File: config.mk
export PLATFORM = sky130hd
export DESIGN_NAME = load_config_reg_hinp4_flat
export DESIGN_NICKNAME = d
export VERILOG_FILES = /design/src/rtl/load_config_reg_hinp4_if.sv /design/src/rtl/load_config_reg_hinp4.sv /design/src/flat_wrapper.sv
export SDC_FILE = /design/constraint.sdc
export NUM_CORES = 1
export LEC_CHECK = 0
export CAP_MARGIN = 5
export CORE_AREA = 2 2 120 122
export CTS_BUF_LIST = sky130_fd_sc_hd__clkbuf_16
export DETAILED_ROUTE_END_ITERATION = 6
export DIE_AREA = 0 0 122 124
export GPL_ROUTABILITY_DRIVEN = 0
export PLACE_DENSITY = 0.85
export SLEW_MARGIN = 20
export SYNTH_ARGS = -nofsm -noshare
export SYNTH_HDL_FRONTEND = slang
export SYNTH_SLANG_ARGS = --single-unit
File: constraint.sdc
create_clock -name clk -period 4.2 [get_ports clk]
set_input_delay 0.63 -clock clk [delete_from_list [all_inputs] [get_ports clk]]
set_output_delay 0.63 -clock clk [all_outputs]
set_load 0.01 [all_outputs]
File: src/rtl/load_config_reg_hinp4_if.sv
// Slow-control bus between the board controller and the HINP4 config/DAC sequencer.
// Controller drives the request and data; sequencer drives the chip pins and status.
interface load_config_reg_hinp4_if #(
  parameter int CFG_BITS = 32,
  parameter int NUM_DACS = 16
);
  logic                  start;
  logic [CFG_BITS-1:0]   cfg_word;
  logic [6*NUM_DACS-1:0] dac_values;
  logic                  sinp;
  logic                  sclk;
  logic                  sel_ext_addr;
  logic                  dac_stb;
  logic [4:0]            dac_data;
  logic                  dac_sgn;
  logic                  busy;
  logic                  done;

  modport master (
    output start, cfg_word, dac_values,
    input  sinp, sclk, sel_ext_addr, dac_stb, dac_data, dac_sgn, busy, done
  );

  modport slave (
    input  start, cfg_word, dac_values,
    output sinp, sclk, sel_ext_addr, dac_stb, dac_data, dac_sgn, busy, done
  );
endinterface

File: src/rtl/load_config_reg_hinp4.sv
// HINP4 power-up sequencer: serial config load, then NUM_DACS DAC writes; outputs registered, 1-cycle start latency.
// No backpressure: start is a request honoured only when idle, never queued.
module load_config_reg_hinp4 #(
  parameter int CFG_BITS = 32,
  parameter int NUM_DACS = 16,
  parameter int DIV      = 4
) (
  input  logic                         clk,
  input  logic                         rst_n,
  load_config_reg_hinp4_if.slave       bus
);
  localparam int              BW       = (CFG_BITS > 1) ? $clog2(CFG_BITS) : 1;
  localparam int              CW       = (NUM_DACS > 1) ? $clog2(NUM_DACS) : 1;
  localparam logic [7:0]      DIV_LAST = 8'(DIV - 1);
  localparam logic [BW-1:0]   BIT_MSB  = BW'(CFG_BITS - 1);
  localparam logic [CW-1:0]   CH_LAST  = CW'(NUM_DACS - 1);

  typedef enum logic [1:0] {S_IDLE, S_CFG, S_DAC, S_FIN} state_t;

  state_t                r_state, w_state_nxt;
  logic [7:0]            r_div, w_div_nxt;
  logic [1:0]            r_ph, w_ph_nxt;
  logic [BW-1:0]         r_bit, w_bit_nxt;
  logic [CW-1:0]         r_ch, w_ch_nxt;
  logic [CFG_BITS-1:0]   r_cfg, w_cfg_nxt;
  logic [6*NUM_DACS-1:0] r_dac, w_dac_nxt;
  logic                  w_slot_end;
  logic [5:0]            w_dac_val;

  logic       r_sinp, r_sclk, r_sel, r_stb, r_sgn, r_busy, r_done;
  logic [4:0] r_data;
  logic       w_sinp_nxt, w_sclk_nxt, w_sel_nxt, w_stb_nxt, w_sgn_nxt, w_busy_nxt, w_done_nxt;
  logic [4:0] w_data_nxt;

  always_ff @(posedge clk or negedge rst_n) begin
    if (!rst_n) begin
      r_state <= S_IDLE;
      r_div   <= '0;
      r_ph    <= '0;
      r_bit   <= '0;
      r_ch    <= '0;
      r_cfg   <= '0;
      r_dac   <= '0;
      r_sinp  <= 1'b0;
      r_sclk  <= 1'b0;
      r_sel   <= 1'b0;
      r_stb   <= 1'b0;
      r_data  <= '0;
      r_sgn   <= 1'b0;
      r_busy  <= 1'b0;
      r_done  <= 1'b0;
    end else begin
      r_state <= w_state_nxt;
      r_div   <= w_div_nxt;
      r_ph    <= w_ph_nxt;
      r_bit   <= w_bit_nxt;
      r_ch    <= w_ch_nxt;
      r_cfg   <= w_cfg_nxt;
      r_dac   <= w_dac_nxt;
      r_sinp  <= w_sinp_nxt;
      r_sclk  <= w_sclk_nxt;
      r_sel   <= w_sel_nxt;
      r_stb   <= w_stb_nxt;
      r_data  <= w_data_nxt;
      r_sgn   <= w_sgn_nxt;
      r_busy  <= w_busy_nxt;
      r_done  <= w_done_nxt;
    end
  end

  // r_div counts cycles within a half/third slot; r_ph selects which part of the slot we are in.
  always_comb begin
    w_state_nxt = r_state;
    w_div_nxt   = r_div;
    w_ph_nxt    = r_ph;
    w_bit_nxt   = r_bit;
    w_ch_nxt    = r_ch;
    w_cfg_nxt   = r_cfg;
    w_dac_nxt   = r_dac;
    w_slot_end  = (r_div == DIV_LAST);

    case (r_state)
      S_IDLE: begin
        if (bus.start) begin
          w_state_nxt = S_CFG;
          w_div_nxt   = '0;
          w_ph_nxt    = '0;
          w_bit_nxt   = BIT_MSB;
          w_ch_nxt    = '0;
          w_cfg_nxt   = bus.cfg_word;
          w_dac_nxt   = bus.dac_values;
        end
      end
      S_CFG: begin
        if (w_slot_end) begin
          w_div_nxt = '0;
          if (r_ph == 2'd1) begin
            w_ph_nxt = '0;
            if (r_bit == '0) w_state_nxt = S_DAC;
            else             w_bit_nxt   = r_bit - BW'(1);
          end else begin
            w_ph_nxt = 2'd1;
          end
        end else begin
          w_div_nxt = r_div + 8'd1;
        end
      end
      S_DAC: begin
        if (w_slot_end) begin
          w_div_nxt = '0;
          if (r_ph == 2'd2) begin
            w_ph_nxt = '0;
            if (r_ch == CH_LAST) w_state_nxt = S_FIN;
            else                 w_ch_nxt    = r_ch + CW'(1);
          end else begin
            w_ph_nxt = r_ph + 2'd1;
          end
        end else begin
          w_div_nxt = r_div + 8'd1;
        end
      end
      S_FIN:   w_state_nxt = S_IDLE;
      default: w_state_nxt = S_IDLE;
    endcase

    // Outputs are decoded from the next state so the pins line up with the state they describe.
    w_dac_val  = w_dac_nxt[6*w_ch_nxt +: 6];
    w_sinp_nxt = 1'b0;
    w_sclk_nxt = 1'b0;
    w_sel_nxt  = 1'b0;
    w_stb_nxt  = 1'b0;
    w_data_nxt = '0;
    w_sgn_nxt  = 1'b0;
    w_busy_nxt = 1'b0;
    w_done_nxt = 1'b0;
    case (w_state_nxt)
      S_CFG: begin
        w_sinp_nxt = w_cfg_nxt[w_bit_nxt];
        w_sclk_nxt = (w_ph_nxt == 2'd1);
        w_busy_nxt = 1'b1;
      end
      S_DAC: begin
        w_sel_nxt  = 1'b1;
        w_stb_nxt  = (w_ph_nxt == 2'd1);
        w_data_nxt = w_dac_val[4:0];
        w_sgn_nxt  = w_dac_val[5];
        w_busy_nxt = 1'b1;
      end
      S_FIN:   w_done_nxt = 1'b1;
      default: ;
    endcase
  end

  assign bus.sinp         = r_sinp;
  assign bus.sclk         = r_sclk;
  assign bus.sel_ext_addr = r_sel;
  assign bus.dac_stb      = r_stb;
  assign bus.dac_data     = r_data;
  assign bus.dac_sgn      = r_sgn;
  assign bus.busy         = r_busy;
  assign bus.done         = r_done;
endmodule

File: src/flat_wrapper.sv
// flat-port wrapper written by rule: the top's interface ports become plain ports
module load_config_reg_hinp4_flat 
#(
  parameter int CFG_BITS = 32,
  parameter int NUM_DACS = 16,
  parameter int DIV      = 4
)
  (clk, rst_n, bus_start, bus_cfg_word, bus_dac_values, bus_sinp, bus_sclk, bus_sel_ext_addr, bus_dac_stb, bus_dac_data, bus_dac_sgn, bus_busy, bus_done);
  load_config_reg_hinp4_if #(.CFG_BITS(CFG_BITS), .NUM_DACS(NUM_DACS)) bus_i ();
  input  logic clk;
  input  logic rst_n;
  input wire logic [$bits(bus_i.start)-1:0] bus_start;
  input wire logic [$bits(bus_i.cfg_word)-1:0] bus_cfg_word;
  input wire logic [$bits(bus_i.dac_values)-1:0] bus_dac_values;
  output wire logic [$bits(bus_i.sinp)-1:0] bus_sinp;
  output wire logic [$bits(bus_i.sclk)-1:0] bus_sclk;
  output wire logic [$bits(bus_i.sel_ext_addr)-1:0] bus_sel_ext_addr;
  output wire logic [$bits(bus_i.dac_stb)-1:0] bus_dac_stb;
  output wire logic [$bits(bus_i.dac_data)-1:0] bus_dac_data;
  output wire logic [$bits(bus_i.dac_sgn)-1:0] bus_dac_sgn;
  output wire logic [$bits(bus_i.busy)-1:0] bus_busy;
  output wire logic [$bits(bus_i.done)-1:0] bus_done;
  assign bus_i.start = bus_start;
  assign bus_i.cfg_word = bus_cfg_word;
  assign bus_i.dac_values = bus_dac_values;
  assign bus_sinp = bus_i.sinp;
  assign bus_sclk = bus_i.sclk;
  assign bus_sel_ext_addr = bus_i.sel_ext_addr;
  assign bus_dac_stb = bus_i.dac_stb;
  assign bus_dac_data = bus_i.dac_data;
  assign bus_dac_sgn = bus_i.dac_sgn;
  assign bus_busy = bus_i.busy;
  assign bus_done = bus_i.done;
  load_config_reg_hinp4 #(.CFG_BITS(CFG_BITS), .NUM_DACS(NUM_DACS), .DIV(DIV)) u_core (.clk(clk), .rst_n(rst_n), .bus(bus_i));
endmodule
Word level (Yosys, flattened, before mapping) --
Cells that the tools add are included.
Word-level totals: memories 0, memory bits (read-only) 0, bits in latches 0, logic and storage cells 81, output and inout bits 12, input bits 131, bits in writable memories 0, bits in registers 161
Cells by class: shifts and indexed selects 1, add/subtract/negate cells 4, muxes and demuxes 41, bitwise logic cells 0, $lt $le $gt $ge 1, equality and inequality tests 12, divide/modulo/power cells 0, multipliers 1, reductions and logical operators 6
Operators with widths (count):
- $mux 96 | 2
- $shiftx 96x8->6 | 1
- $mux 32 | 2
- $mux 5 | 5
- $mux 2 | 11
- $mux 4 | 4
- $mux 8 | 2
- $pmux 8 s2 | 1
- $eq 2x2->1 const B | 5
- $pmux 5 s2 | 1
- $mux 1 | 9
- $add 8x1->8 const B | 1
- $eq 2x1->1 const B | 4
- $eq 8x2->1 const B | 1
- $pmux 2 s4 | 1
- $pmux 4 s2 | 1
- $lt 5x6->1 const B | 1
- $mul 2x4->6 const A | 1
- $pmux 2 s3 | 1
- $bmux 1 s5 | 1
- $logic_not 5->1 | 1
- $sub 5x1->5 const B | 1
- $add 4x1->4 const B | 1
- $eq 4x4->1 const B | 1
- other kinds (6) | 7

Logic depth before layout (Yosys ltp) --
depth in word-level cells 8, depth in mapped cells 14, gate-level depth less buffers 13

Worst setup path after synthesis --
Ideal clock, no wire load.
kind flip-flop to flip-flop, from reg u_core.r_div[0], to reg u_core.r_data[1] (netlist: u_core.bus.dac_data[1]), arrival 2640 ps, path buffers 1, slack 1473 ps, required time 4113 ps, cell stages (with the launch flop) 12, clock period less this slack 2727 ps, library setup time 87 ps, path through dfrtp_1 > ha_1 > nor4b_4 > nand2_1 > clkbuf_1 > nor4_1 > o22a_1 > o21a_1 > ha_1 > nor2b_1 > o211ai_1 > o211ai_1
On the way: elaborated cells on any way between the ends 10, classes of those cells 1 x mul; 2 x eq/ne; 1 x shift; 6 x mux
RTL lines:
- start, declared | line load_config_reg_hinp4.sv:21 | logic [7:0] r_div, w_div_nxt;
- start signal, assigned | line load_config_reg_hinp4.sv:54 | r_div <= w_div_nxt;
- $eq 8x2->1 * | line load_config_reg_hinp4.sv:80 | w_slot_end = (r_div == DIV_LAST);
- $mux 2 (on tied branches) | line load_config_reg_hinp4.sv:109, load_config_reg_hinp4.sv:95
- $pmux 2 s4 * | line load_config_reg_hinp4.sv:82 | case (r_state)
- via u_core.w_state_nxt[1] | line load_config_reg_hinp4.sv:20 | state_t r_state, w_state_nxt;
- $eq 2x2->1 * | line load_config_reg_hinp4.sv:136 | case (w_state_nxt)
- $mux 5 * | line load_config_reg_hinp4.sv:136
- via u_core.w_data_nxt[1] | line load_config_reg_hinp4.sv:33 | logic [4:0] w_data_nxt;
- end signal, assigned | line load_config_reg_hinp4.sv:64 | r_data <= w_data_nxt;
- end, declared | line load_config_reg_hinp4.sv:31 | logic [4:0] r_data;
The timed path passes the listed nets; every way through them passes the cells marked *. A chain may end at the register's enable or synchronous reset.

Worst setup path in the final report --
from reg u_core.r_div[0], to reg u_core.r_data[3] (netlist: u_core.bus.dac_data[3])
The elaborated chain is that of the path after synthesis.

==> impl_metrics.ini <==
[timing]
finalHoldViolCount = 0
fmax_ghz = 0.276
final-max-slew-violation-count = 0
worst_slew_pin_slew_ps = 907
post-route-min-period_ps = 3620
tns_ps = 0
timing.hold.ws_ps = 287
setup_violations = 0
relSlewSlack_pct = 39.6
fin_skew_ps = 6.18
rsz0062_at_grt = false
period_share_pct = 86.2

[logic_synthesis]
ys_seq_area_share_pct = 52.0
synth_common_cells = dfrtp_1, mux2_2, mux2i_1
synth_cell_types = 59
synth_nets = 788
yosys_most_used_dff = dfrtp_1
ys_ff_latch = 161
synth_area_leaders = dfrtp_1, mux2_2, mux2i_1
synth_area_um2 = 7740
ys_async_sr_fraction_pct = 100
postSynthAreaPerCell_um2 = 12.0
synth_warnings = 0
synth_edf_count = 0
yosysMostFrequentCell = dfrtp_1
synth_top_area_share_pct = 52.0
synth_area_leader_cell = dfrtp_1
syn-instance-count = 647

[routing]
vias = 5771
drtIter0Drc = 414
drtPass1Iterations = 6
drtAntennaViolNets = 0
routed_wl_mm = 19.4
wl_per_cell_um = 19.9
drc = 0
routed_via_density = 5.93

[pwr]
power_leakage_nw = 4.82
power_density_nw_per_um2 = 317
vdd_drop_max_uv = 269

[floorplan]
die_height_um = 124
num_rows = 43
core_area_um2 = 13700
die_width_um = 122
start_util_pct = 56.4
die-area_um2 = 15100
ioPinCount = 143

[setup_path]
worstPathRequired_ps = 4520
crit_fanout = 13
arrival_ps = 3940
critPathLaunchType = register
endpoint_kind = register
critPathKind = register to register

[clock_tree]
cts_buffers = 17
clk_pin_slew_ps = 60
ctsResizeCount = 0
cts_tree = built
h-tree-depth = 4
post-cts-setup-buffer-count = 0
clock-sinks = 161
cts_hold_buf = 0
cts-root-buf = clkbuf_16
clockBufferDepth = 2
clock_latency_ps = 420

[final_layout]
fill_cells = 958
antenna_cells = 0
drive_gt1_share_pct = 21.9
finalInstanceArea_um2 = 9870
regArea_um2 = 4030
final_util_pct = 72.0
syn_to_final_growth_pct = 27.5
nets = 925
multiInputGateArea_um2 = 3480

[run]
drv_cap = 0

[placement]
hpwl_mm = 13.7
place_area_um2 = 9350
place.port_buffers = 142

[global_route]
grt_pass1_wl_mm = 30.0
grt_max_degree = 100
grt_pass1_vias = 5843
antenna_found_initial = 0
grt-ovfl-total = 0
grt_use_total_pct = 26.2

[worst_hold_path]
hp-class = input pin to asynchronous set/reset pin

[run_status]
outcome = complete, no violations
==> flip-flops by register name, indices dropped and copies added, names as in the netlist, 2 cells and up <==
name	count
u_core.r_div	8
u_core.r_ch	4
u_core.bus.dac_data	5
u_core.r_ph	2
u_core.r_cfg	32
u_core.r_bit	5
u_core.r_state	2
u_core.r_dac	96
==> where the power goes <==
part	internal (W)	leakage [nW]	switching, W
Clock	0.000846	0.264	0.000573
Combinational	0.000108	2.34	0.0000561
Sequential	0.00155	2.21	0
==> cell usage in the layout (no fill, tap or decap), types with 17 or more instances in the layout <==
cell type          n
clkdlybuf4s50_1  141
nor2_1            36
nor3_1            22
nand2_1           33
dfrtp_1          161
clkbuf_16         17
mux2_2           129
o21ai_0           25
mux2i_1           39
==> final cells by class <==
| cell class | count | area share [%] |
|---|---|---|
| clock inverters | 12 | 1.05 |
| clock buffers | 17 | 4.31 |
| well taps | 180 | 2.28 |
| multi-input cells | 435 | 35.3 |
| inverters | 15 | 0.570 |
| flip-flops and latches | 161 | 40.8 |
| repair buffers | 154 | 15.7 |
==> cell families after synthesis <==
| kind of cell | synth area share [%] |
|---|---|
| AOI/OAI and AO/OA | 8.63 |
| muxes | 24.1 |
| and+or+nand+nor | 10.4 |
| buffers and inverters | 3.12 |
| xor gates and xnor gates | 0.113 |
| DFF | 52.0 |
| adders and majority gates | 1.62 |
==> metal layers <==
metal  vias to the layer above  global-route usage [%]  routed length [um]
met5                         -                       0                   0
met4                         0                    10.2                 513
met3                        38                    6.00                1130
met1                      2891                    34.2                8010
met2                       217                    42.8                9700
li1                       2625                       -                   -
==> final timing paths <==
kind | start | endpoint | slack, ps | cells past startpoint
worst max-delay path | u_core.r_div[0] | u_core.bus.dac_data[3] | 580 | 10
worst min-delay path | rst_n | u_core.r_div[6] | 290 | 1
worst max register to register | u_core.r_div[0] | u_core.bus.dac_data[3] | 580 | 10
worst min register to register | u_core.r_dac[66] | u_core.r_dac[66] | 490 | 1
max in group asynchronous | rst_n | u_core.r_cfg[30] | 2850 | 2
min in group clk | u_core.r_dac[66] | u_core.r_dac[66] | 490 | 1
==> through the flow <==
step	std cells	power [W]	setup WS [ps]
floorplan	647	0.00158	1470
global placement	945	0.00174	807
detailed placement	945	0.00175	709
CTS	974	0.00316	694
global route	974	0.00323	357
finish	974	0.00313	582
==> critical path, stage by stage, from the launching register on <==
cell and delay [ps]:
dfrtp_1 430, ha_1 250, nor4b_4 480, nand2_1 400, nor4_1 520, o22a_1 190
o21a_1 180, ha_1 290, nor2b_1 450, o211ai_1 190, o221ai_1 130
No activity file was read; power rests on OpenSTA's default activity.
